[src/rtl/pipe_pkg.sv]
// Shared state encodings and default widths for pipeline stage registers.
package pipe_pkg;

  typedef enum logic [1:0] {
    StEmpty = 2'd0,
    StOne   = 2'd1,
    StTwo   = 2'd2
  } state_e;

  localparam int unsigned DataWDef = 135;
  localparam int unsigned CtrlWDef = 1;
  localparam int unsigned CntWDef  = 16;

endpackage

[src/rtl/sat_counter.sv]
// Saturating up-counter with synchronous active-high reset.
module sat_counter
  import pipe_pkg::*;
#(
  parameter int unsigned W = CntWDef
) (
  input  logic         CLK,
  input  logic         RESET,
  input  logic         INC,
  output logic [W-1:0] Q
);

  logic [W-1:0] cnt_q, cnt_d;

  always_comb begin
    cnt_d = cnt_q;
    if (INC && (cnt_q != {W{1'b1}})) begin
      cnt_d = cnt_q + 1'b1;
    end
  end

  always_ff @(posedge CLK) begin
    if (RESET) begin
      cnt_q <= '0;
    end else begin
      cnt_q <= cnt_d;
    end
  end

  assign Q = cnt_q;

endmodule

[src/rtl/pipe_stage_skid_reg.sv]
// Valid/ready pipeline stage register: two-entry skid buffer (SKID=1) or plain
// enable register (SKID=0), with flush and a saturating back-pressure counter.
module pipe_stage_skid_reg
  import pipe_pkg::*;
#(
  parameter int unsigned DATA_W = DataWDef,
  parameter int unsigned CTRL_W = CtrlWDef,
  parameter int unsigned SKID   = 1,
  parameter int unsigned CNT_W  = CntWDef
) (
  input  logic              CLK,
  input  logic              RESET,
  input  logic              FLUSH,
  input  logic              IN_VALID,
  output logic              IN_READY,
  input  logic [DATA_W-1:0] IN_DATA,
  input  logic [CTRL_W-1:0] IN_CTRL,
  output logic              OUT_VALID,
  input  logic              OUT_READY,
  output logic [DATA_W-1:0] OUT_DATA,
  output logic [CTRL_W-1:0] OUT_CTRL,
  output logic [CNT_W-1:0]  STALL_CNT
);

  state_e            state_q, state_d;
  logic [DATA_W-1:0] main_data_q, main_data_d, skid_data_q, skid_data_d;
  logic [CTRL_W-1:0] main_ctrl_q, main_ctrl_d, skid_ctrl_q, skid_ctrl_d;
  logic              in_ready_q, in_ready_d;
  logic              out_valid, in_ready_int, in_xfer, out_xfer;

  assign out_valid    = (state_q != StEmpty);
  assign in_ready_int = (SKID != 0) ? in_ready_q : (OUT_READY | ~out_valid);
  assign in_xfer      = IN_VALID & in_ready_int;
  assign out_xfer     = out_valid & OUT_READY;

  always_comb begin
    state_d     = state_q;
    main_data_d = main_data_q;
    main_ctrl_d = main_ctrl_q;
    skid_data_d = skid_data_q;
    skid_ctrl_d = skid_ctrl_q;
    if (FLUSH) begin
      // Payload registers keep their value so OUT_DATA holds while empty.
      state_d = StEmpty;
    end else if (SKID != 0) begin
      unique case (state_q)
        StEmpty: begin
          if (in_xfer) begin
            state_d     = StOne;
            main_data_d = IN_DATA;
            main_ctrl_d = IN_CTRL;
          end
        end
        StOne: begin
          if (in_xfer && out_xfer) begin
            main_data_d = IN_DATA;
            main_ctrl_d = IN_CTRL;
          end else if (in_xfer) begin
            state_d     = StTwo;
            skid_data_d = IN_DATA;
            skid_ctrl_d = IN_CTRL;
          end else if (out_xfer) begin
            state_d = StEmpty;
          end
        end
        StTwo: begin
          if (out_xfer) begin
            state_d     = StOne;
            main_data_d = skid_data_q;
            main_ctrl_d = skid_ctrl_q;
          end
        end
        default: state_d = StEmpty;
      endcase
    end else begin
      if (in_xfer) begin
        state_d     = StOne;
        main_data_d = IN_DATA;
        main_ctrl_d = IN_CTRL;
      end else if (out_xfer) begin
        state_d = StEmpty;
      end
    end
    in_ready_d = (state_d != StTwo);
  end

  always_ff @(posedge CLK) begin
    if (RESET) begin
      state_q     <= StEmpty;
      main_data_q <= '0;
      main_ctrl_q <= '0;
      skid_data_q <= '0;
      skid_ctrl_q <= '0;
      in_ready_q  <= 1'b1;
    end else begin
      state_q     <= state_d;
      main_data_q <= main_data_d;
      main_ctrl_q <= main_ctrl_d;
      skid_data_q <= skid_data_d;
      skid_ctrl_q <= skid_ctrl_d;
      in_ready_q  <= in_ready_d;
    end
  end

  // Ready flop reloads to 1 during reset; gating by RESET gives 0 while held
  // and 1 in the very first cycle after release.
  assign IN_READY  = in_ready_int & ~RESET;
  assign OUT_VALID = out_valid;
  assign OUT_DATA  = main_data_q;
  assign OUT_CTRL  = out_valid ? main_ctrl_q : '0;

  sat_counter #(
    .W(CNT_W)
  ) u_stall_cnt (
    .CLK  (CLK),
    .RESET(RESET),
    .INC  (out_valid & ~OUT_READY),
    .Q    (STALL_CNT)
  );

endmodule

[config.mk]
export PLATFORM = sky130hd
export DESIGN_NAME = pipe_stage_skid_reg
export DESIGN_NICKNAME = d
export VERILOG_FILES = /design/src/rtl/pipe_pkg.sv /design/src/rtl/sat_counter.sv /design/src/rtl/pipe_stage_skid_reg.sv
export SDC_FILE = /design/constraint.sdc
export NUM_CORES = 1
export LEC_CHECK = 0
export BUFFER_PORTS_ARGS = -buffer_cell sky130_fd_sc_hd__buf_2
export CORE_ASPECT_RATIO = 0.9
export CORE_MARGIN = 1.5
export CORE_UTILIZATION = 25
export DETAILED_ROUTE_END_ITERATION = 8
export GPL_TIMING_DRIVEN = 1
export PLACE_DENSITY_LB_ADDON = 0.05
export SYNTH_ARGS = -nofsm -noshare
export SYNTH_HDL_FRONTEND = slang
export SYNTH_SLANG_ARGS = --single-unit
[constraint.sdc]
create_clock -name CLK -period 3 [get_ports CLK]
set_clock_uncertainty 0.1 [all_clocks]
set_input_delay 0 -clock CLK [delete_from_list [all_inputs] [get_ports CLK]]
set_output_delay 0 -clock CLK [all_outputs]
set_load 0.02 [all_outputs]
==> qor.yml, run 1 <==
sta:
  maxSlewViolCount: 0
  slew_headroom_pct: 32.6
  hold_ws_ps: 152
  tightest_slew_ps: 1010
  period_minus_slack_ps: 2510
  fin_crit_sh_pct: 83.7
  rsz0062_at_grt: "false"
  fin_setup_tns_ps: 0
  final.setup.worst_slack_ps: 489
  max_freq_mhz: 398
  hold_viol_final: 0
  setup_violations: 0
flow_run:
  max_cap_violations: 0
clock_tree:
  clockBufferDepth: 3
  cts_tree: "done"
  clk-insertion-delay-late_ps: 540
  cts_setup_buffers: 0
  clkTransAtPathRegs_ps: 60
  post_cts_resized: 0
  cts_root_buf: "clkbuf_16"
  cts_max_level: 2
  clock_sink_count: 291
  ctsHoldBuffers: 169
  numCtsBuffers: 38
synthesis:
  synth_edf_count: 0
  synthesis.instances: 1495
  syn_avg_cell_area_um2: 8.64
  seq_area_frac_synth_pct: 45.1
  ys_ff_latch: 291
  ys.flop_type: "dfxtp_1"
  ys_types: 46
  yosysWarnings: 0
  syn-cell-area_um2: 12900
  synthesis.nets: 1637
  async_reset_ff_share_pct: 0
power_and_ir_drop:
  p_clk_share_pct: 48.0
  powerDensity_nw_per_um2: 540
  power_frac_seq_pct: 41.5
  p_int_mw: 7.23
  p_switching_mw: 2.46
  vdd_ir_drop_max_v: 0.000279
  p_comb_share_pct: 10.4
  power_leakage_nw: 7.90
  swShare_pct: 25.4
die:
  chipHeight_um: 219
  die-area_um2: 53100
  start_util_pct: 25.5
  num_rows: 78
  coreArea_um2: 50700
  io_pins: 295
  die_w_um: 243
route:
  initialDrtViolationCount: 676
  avgRoutedWirePerCell_um: 16.6
  detail-route-antenna-nets: 0
  drc: 0
  avgViaCountPerCell: 4.61
  first_pass_iters: 5
  vias: 11900
  finalWirelength_um: 42800
place:
  numPortBuffers: 294
  dpl.hpwl_um: 24900
  place_ws_ps: 1010
  gp_congestion: 0.727
  place_area_um2: 15000
worst_hold_path:
  hold_path_class: "in2reg"
  min_from: "IN_DATA[52]"
  min_path_cells: 4
  hold_path_end: "skid_data_q[52]"
setup_path:
  rrSetupSlack_ps: 490
  cp_max_fo: 61
  r2r_cells: 6
  reg2reg_to: "skid_data_q[131]"
  crit_arrival_ps: 2840
  end_kind: "flip-flop"
  cp.required_ps: 3320
  crit_type: "reg2reg"
  reg2reg_from: "state_q[0]"
  cp-start-kind: "flip-flop"
  worst_path_largest_cell_delay_ps: 600
  crit_chain: "nand2b_1 > or3_4 > buf_12 > nand2_1 > a21oi_1 > dlygate4sd3_1"
  cp_slowest_cell: "dlygate4sd3_1"
global_routing:
  antenna_found_initial: 4
  grt_pass1_vias: 11400
  grt_max_degree: 166
  track_usage_pct: 15.7
  grt_pass1_wl_um: 66700
  globalRouteOverflowTotal: 0
cells_and_area:
  area_growth_pct: 38.8
  final_area_um2: 17900
  final_core_util_pct: 35.3
  fin_nets: 2005
  drive_above_1_share_pct: 20.5
outcome:
  status: "complete, no violations"
## registers in the layout, indices dropped and copies added (netlist names)
register	flops
OUT_DATA	135
in_ready_int	1
main_ctrl_q	1
skid_ctrl_q	1
skid_data_q	135
state_q	2
u_stall_cnt.Q	16
## power by group through the flow
stage / clock network (mW) / logic [mW] / registers (mW)
finish: 4.65 / 1.01 / 4.02
global route: 5.01 / 1.10 / 4.03
CTS: 4.86 / 1.03 / 4.02
detailed placement: 0 / 0.870 / 4.10
global placement: 0 / 0.863 / 4.10
floorplan: 0 / 0.398 / 4.22
## stage by stage
step	std cells	power [mW]
final	2575	9.68
after global routing	2575	10.1
after CTS	2573	9.91
after detailed placement	2334	4.97
after global placement	2334	4.97
after floorplan	1495	4.62
## synthesized netlist by cell type (2+ instances only)
| cell type | number | area, um2 |
|---|---|---|
| o41ai_1 | 138 | 1210 |
| nand2_1 | 279 | 1050 |
| buf_4 | 6 | 45.0 |
| dfxtp_1 | 291 | 5830 |
| and4_1 | 2 | 17.5 |
| buf_1 | 9 | 33.8 |
| or4_1 | 8 | 60.1 |
| nand3_1 | 7 | 35.0 |
| nor3_1 | 3 | 15.0 |
| o21ai_0 | 139 | 696 |
| mux2i_1 | 136 | 1360 |
| inv_1 | 2 | 7.51 |
| nor2_1 | 6 | 22.5 |
| a21oi_1 | 146 | 731 |
| o31ai_1 | 6 | 45.0 |
| clkbuf_1 | 103 | 387 |
| a311oi_1 | 2 | 17.5 |
| nor4_2 | 2 | 25.0 |
| nand2b_1 | 2 | 12.5 |
| or3_1 | 2 | 12.5 |
| nor2b_1 | 142 | 888 |
| buf_2 | 38 | 190 |
| nand4_1 | 3 | 18.8 |
## layout by cell type, fill, tap and decap left out, types with 2 or more instances in the layout
cell / count
clkbuf_8: 15
a21oi_1: 146
dlygate4sd3_1: 169
or3_4: 2
nor3_1: 2
o21ai_0: 139
nor2b_1: 142
nand2_1: 279
mux2i_1: 136
a311oi_1: 2
nand3_1: 7
buf_2: 292
diode_2: 2
nor2_1: 6
clkinv_2: 6
and4_1: 2
buf_4: 10
inv_1: 2
clkbuf_1: 9
or4_1: 8
clkbuf_16: 41
nor4_2: 2
o41ai_1: 138
o31ai_1: 6
buf_12: 13
dfxtp_1: 291
nand4_1: 3
## metal layers
metal / wire length [um] / global-route usage [%] / vias to the layer above
met4: 995 / 5.16 / 4
met5: 30 / 0 / -
met2: 19300 / 24.9 / 216
li1: - / - / 6080
met3: 2340 / 4.18 / 69
met1: 20100 / 20.7 / 5514
## worst max-delay path, delay by kind of cell, from the launching register on
family                 cells  cell delay, ps
and+or+nand+nor            3             890
AOI/OAI and AO/OA          1              60
DFF                        1             400
buffers and inverters      2             870
## worst max-delay path by stage
stage | endpoint | depth (start not counted) | from | slack [ps]
after floorplan | u_stall_cnt.Q[10] | 5 | u_stall_cnt.Q[0] | 1070
after global placement | OUT_DATA[5] | 4 | state_q[0] | 1040
after detailed placement | OUT_DATA[45] | 5 | state_q[1] | 1010
after CTS | skid_data_q[131] | 6 | state_q[0] | 490
after global routing | skid_data_q[101] | 6 | state_q[0] | 360
final | skid_data_q[131] | 6 | state_q[0] | 490
## logic make-up after synthesis
| kind of cell | after synthesis | share of synthesized area [%] |
|---|---|---|
| AOI/OAI and AO/OA | 437 | 21.2 |
| xor gates and xnor gates | 1 | 0.0678 |
| adders and majority gates | 1 | 0.0968 |
| buffers and inverters | 160 | 5.23 |
| DFF | 291 | 45.1 |
| muxes | 138 | 10.7 |
| and+or+nand+nor | 467 | 17.6 |
## area by class of cell
type / instances / area, um2
antenna: 2 / 5.00
clock buffer: 64 / 1250
clock inverter: 6 / 30.0
fill: 5363 / 32800
inverter: 2 / 7.51
multi-input combinational: 1044 / 6440
sequential: 291 / 5830
tap: 680 / 851
timing repair buffer: 486 / 3520
Power figures use the tool's default switching activity.
==> run 2, diff against run 1 <==
- clock period: 3 -> 2 ns (I/O delays scaled with it)
==> qor.yml, run 2 (synthesis gave the netlist of run 1 again) <==
worst_hold_path:
  hold_path_end: "skid_data_q[61]"
  min_from: "IN_DATA[61]"
  min_path_cells: 4
  hold_path_class: "in2reg"
sta:
  slew_headroom_pct: 49.6
  rsz0062_at_grt: "false"
  fin_setup_tns_ps: 0
  final.setup.worst_slack_ps: 150
  hold_viol_final: 0
  maxSlewViolCount: 0
  period_minus_slack_ps: 1850
  tightest_slew_ps: 757
  max_freq_mhz: 541
  setup_violations: 0
  fin_crit_sh_pct: 92.5
route:
  top_layer_used: "met4"
  vias: 11900
  wl_met3_um: 2070
  finalWirelength_um: 43000
  initialDrtViolationCount: 545
  detail-route-antenna-nets: 0
  drc: 0
  wl_met2_um: 19500
  avgRoutedWirePerCell_um: 16.7
  first_pass_iters: 4
  avgViaCountPerCell: 4.64
  wl_met1_um: 20300
clock_tree:
  numCtsBuffers: 37
  clockBufferDepth: 3
  clk-insertion-delay-late_ps: 540
  cts_max_level: 2
  clkTransAtPathRegs_ps: 60
  cts_tree: "done"
  cts_root_buf: "clkbuf_16"
  clock_sink_count: 291
cells_and_area:
  final_core_util_pct: 35.3
  instances_no_fill: 2568
  area_growth_pct: 38.6
  fin_nets: 2003
  final_cell_mix: "292 x buf_2, 290 x dfxtp_1, 279 x nand2_1, 146 x a21oi_1"
  final_common_cell: "buf_2"
  n_fill_cell: 5304
  multi_input_area_um2: 6450
  regArea_um2: 5830
  drive_above_1_share_pct: 21.6
die:
  chipHeight_um: 219
  die-area_um2: 53100
  start_util_pct: 25.5
  die_w_um: 243
  coreArea_um2: 50700
  io_pins: 295
  num_rows: 78
setup_path:
  reg2reg_to: "u_stall_cnt.Q[10]"
  reg2reg_from: "u_stall_cnt.Q[1]"
  end_kind: "flip-flop"
  cp_max_fo: 4
  cp-start-kind: "flip-flop"
  cp.required_ps: 2380
  crit_arrival_ps: 2230
  crit_type: "reg2reg"
  r2r_cells: 5
  rrSetupSlack_ps: 150
global_routing:
  antenna_found_initial: 2
  track_usage_pct: 15.5
  grt_pass1_wl_um: 65600
  grt_pass1_vias: 11300
  globalRouteOverflowTotal: 0
  grt_max_degree: 171
power_and_ir_drop:
  power_leakage_nw: 7.84
  powerDensity_nw_per_um2: 796
  power.total_mw: 14.3
  vdd_ir_drop_max_v: 0.000386
place:
  place_ws_ps: 133
  dpl.hpwl_um: 25700
  numPortBuffers: 294
  gp_congestion: 0.751
  dp_cells: 2358
outcome:
  status: "complete, no violations"
flow_run:
  max_cap_violations: 0
[run 2: report_power, final]
part | switching (mW) | internal, mW
Sequential | 0.0763 | 5.96
Clock | 2.61 | 4.03
Combinational | 0.908 | 0.676
Total | 3.60 | 10.7
[run 2: per-stage QoR]
| stage | hold WS (ps) | instance area [um2] |
|---|---|---|
| final | 146 | 17900 |
| after global routing | 141 | 17900 |
| after floorplan | 27.3 | 12900 |
| after CTS | 100 | 17900 |
| after global placement | 153 | 15300 |
| after detailed placement | 157 | 15300 |
[run 2: worst max-delay path by stage]
stage / from / end / cells past startpoint
after CTS: state_q[1] / OUT_DATA[118] / 6
after global placement: state_q[1] / OUT_DATA[35] / 6
after global routing: u_stall_cnt.Q[1] / u_stall_cnt.Q[10] / 5
final: u_stall_cnt.Q[1] / u_stall_cnt.Q[10] / 5
after detailed placement: state_q[1] / OUT_DATA[38] / 5
after floorplan: u_stall_cnt.Q[0] / u_stall_cnt.Q[10] / 5
[run 2: worst max-delay path: stages, from the launching register on]
cell and delay [ps]:
dfxtp_1 330, ha_1 210, nand3_1 160, or3_4 420
or4_1 400, a21oi_1 150
[run 2: layer usage]
layer  GRT usage (%)  up-vias
met5               0        -
met4            5.42        0
met3            3.67       65
met2            24.7      211
met1            20.5     5579
li1                -     6061
[run 2: timing repair]
item                       CTS  global route
setup buffers                0             2
setup endpoints to repair    0            39
gates resized for setup      0             3
hold endpoints to repair   276             0
hold buffers               141             0
[run 2: cell type report]
type                    count  share of cell area [%]
multi-input cells        1044                    36.0
flip-flops and latches    291                    32.5
clock inverters             2                   0.217
inverters                   2                  0.0419
repair buffers            485                    20.0
clock buffers              62                    6.43
diodes                      2                  0.0279
well taps                 680                    4.75
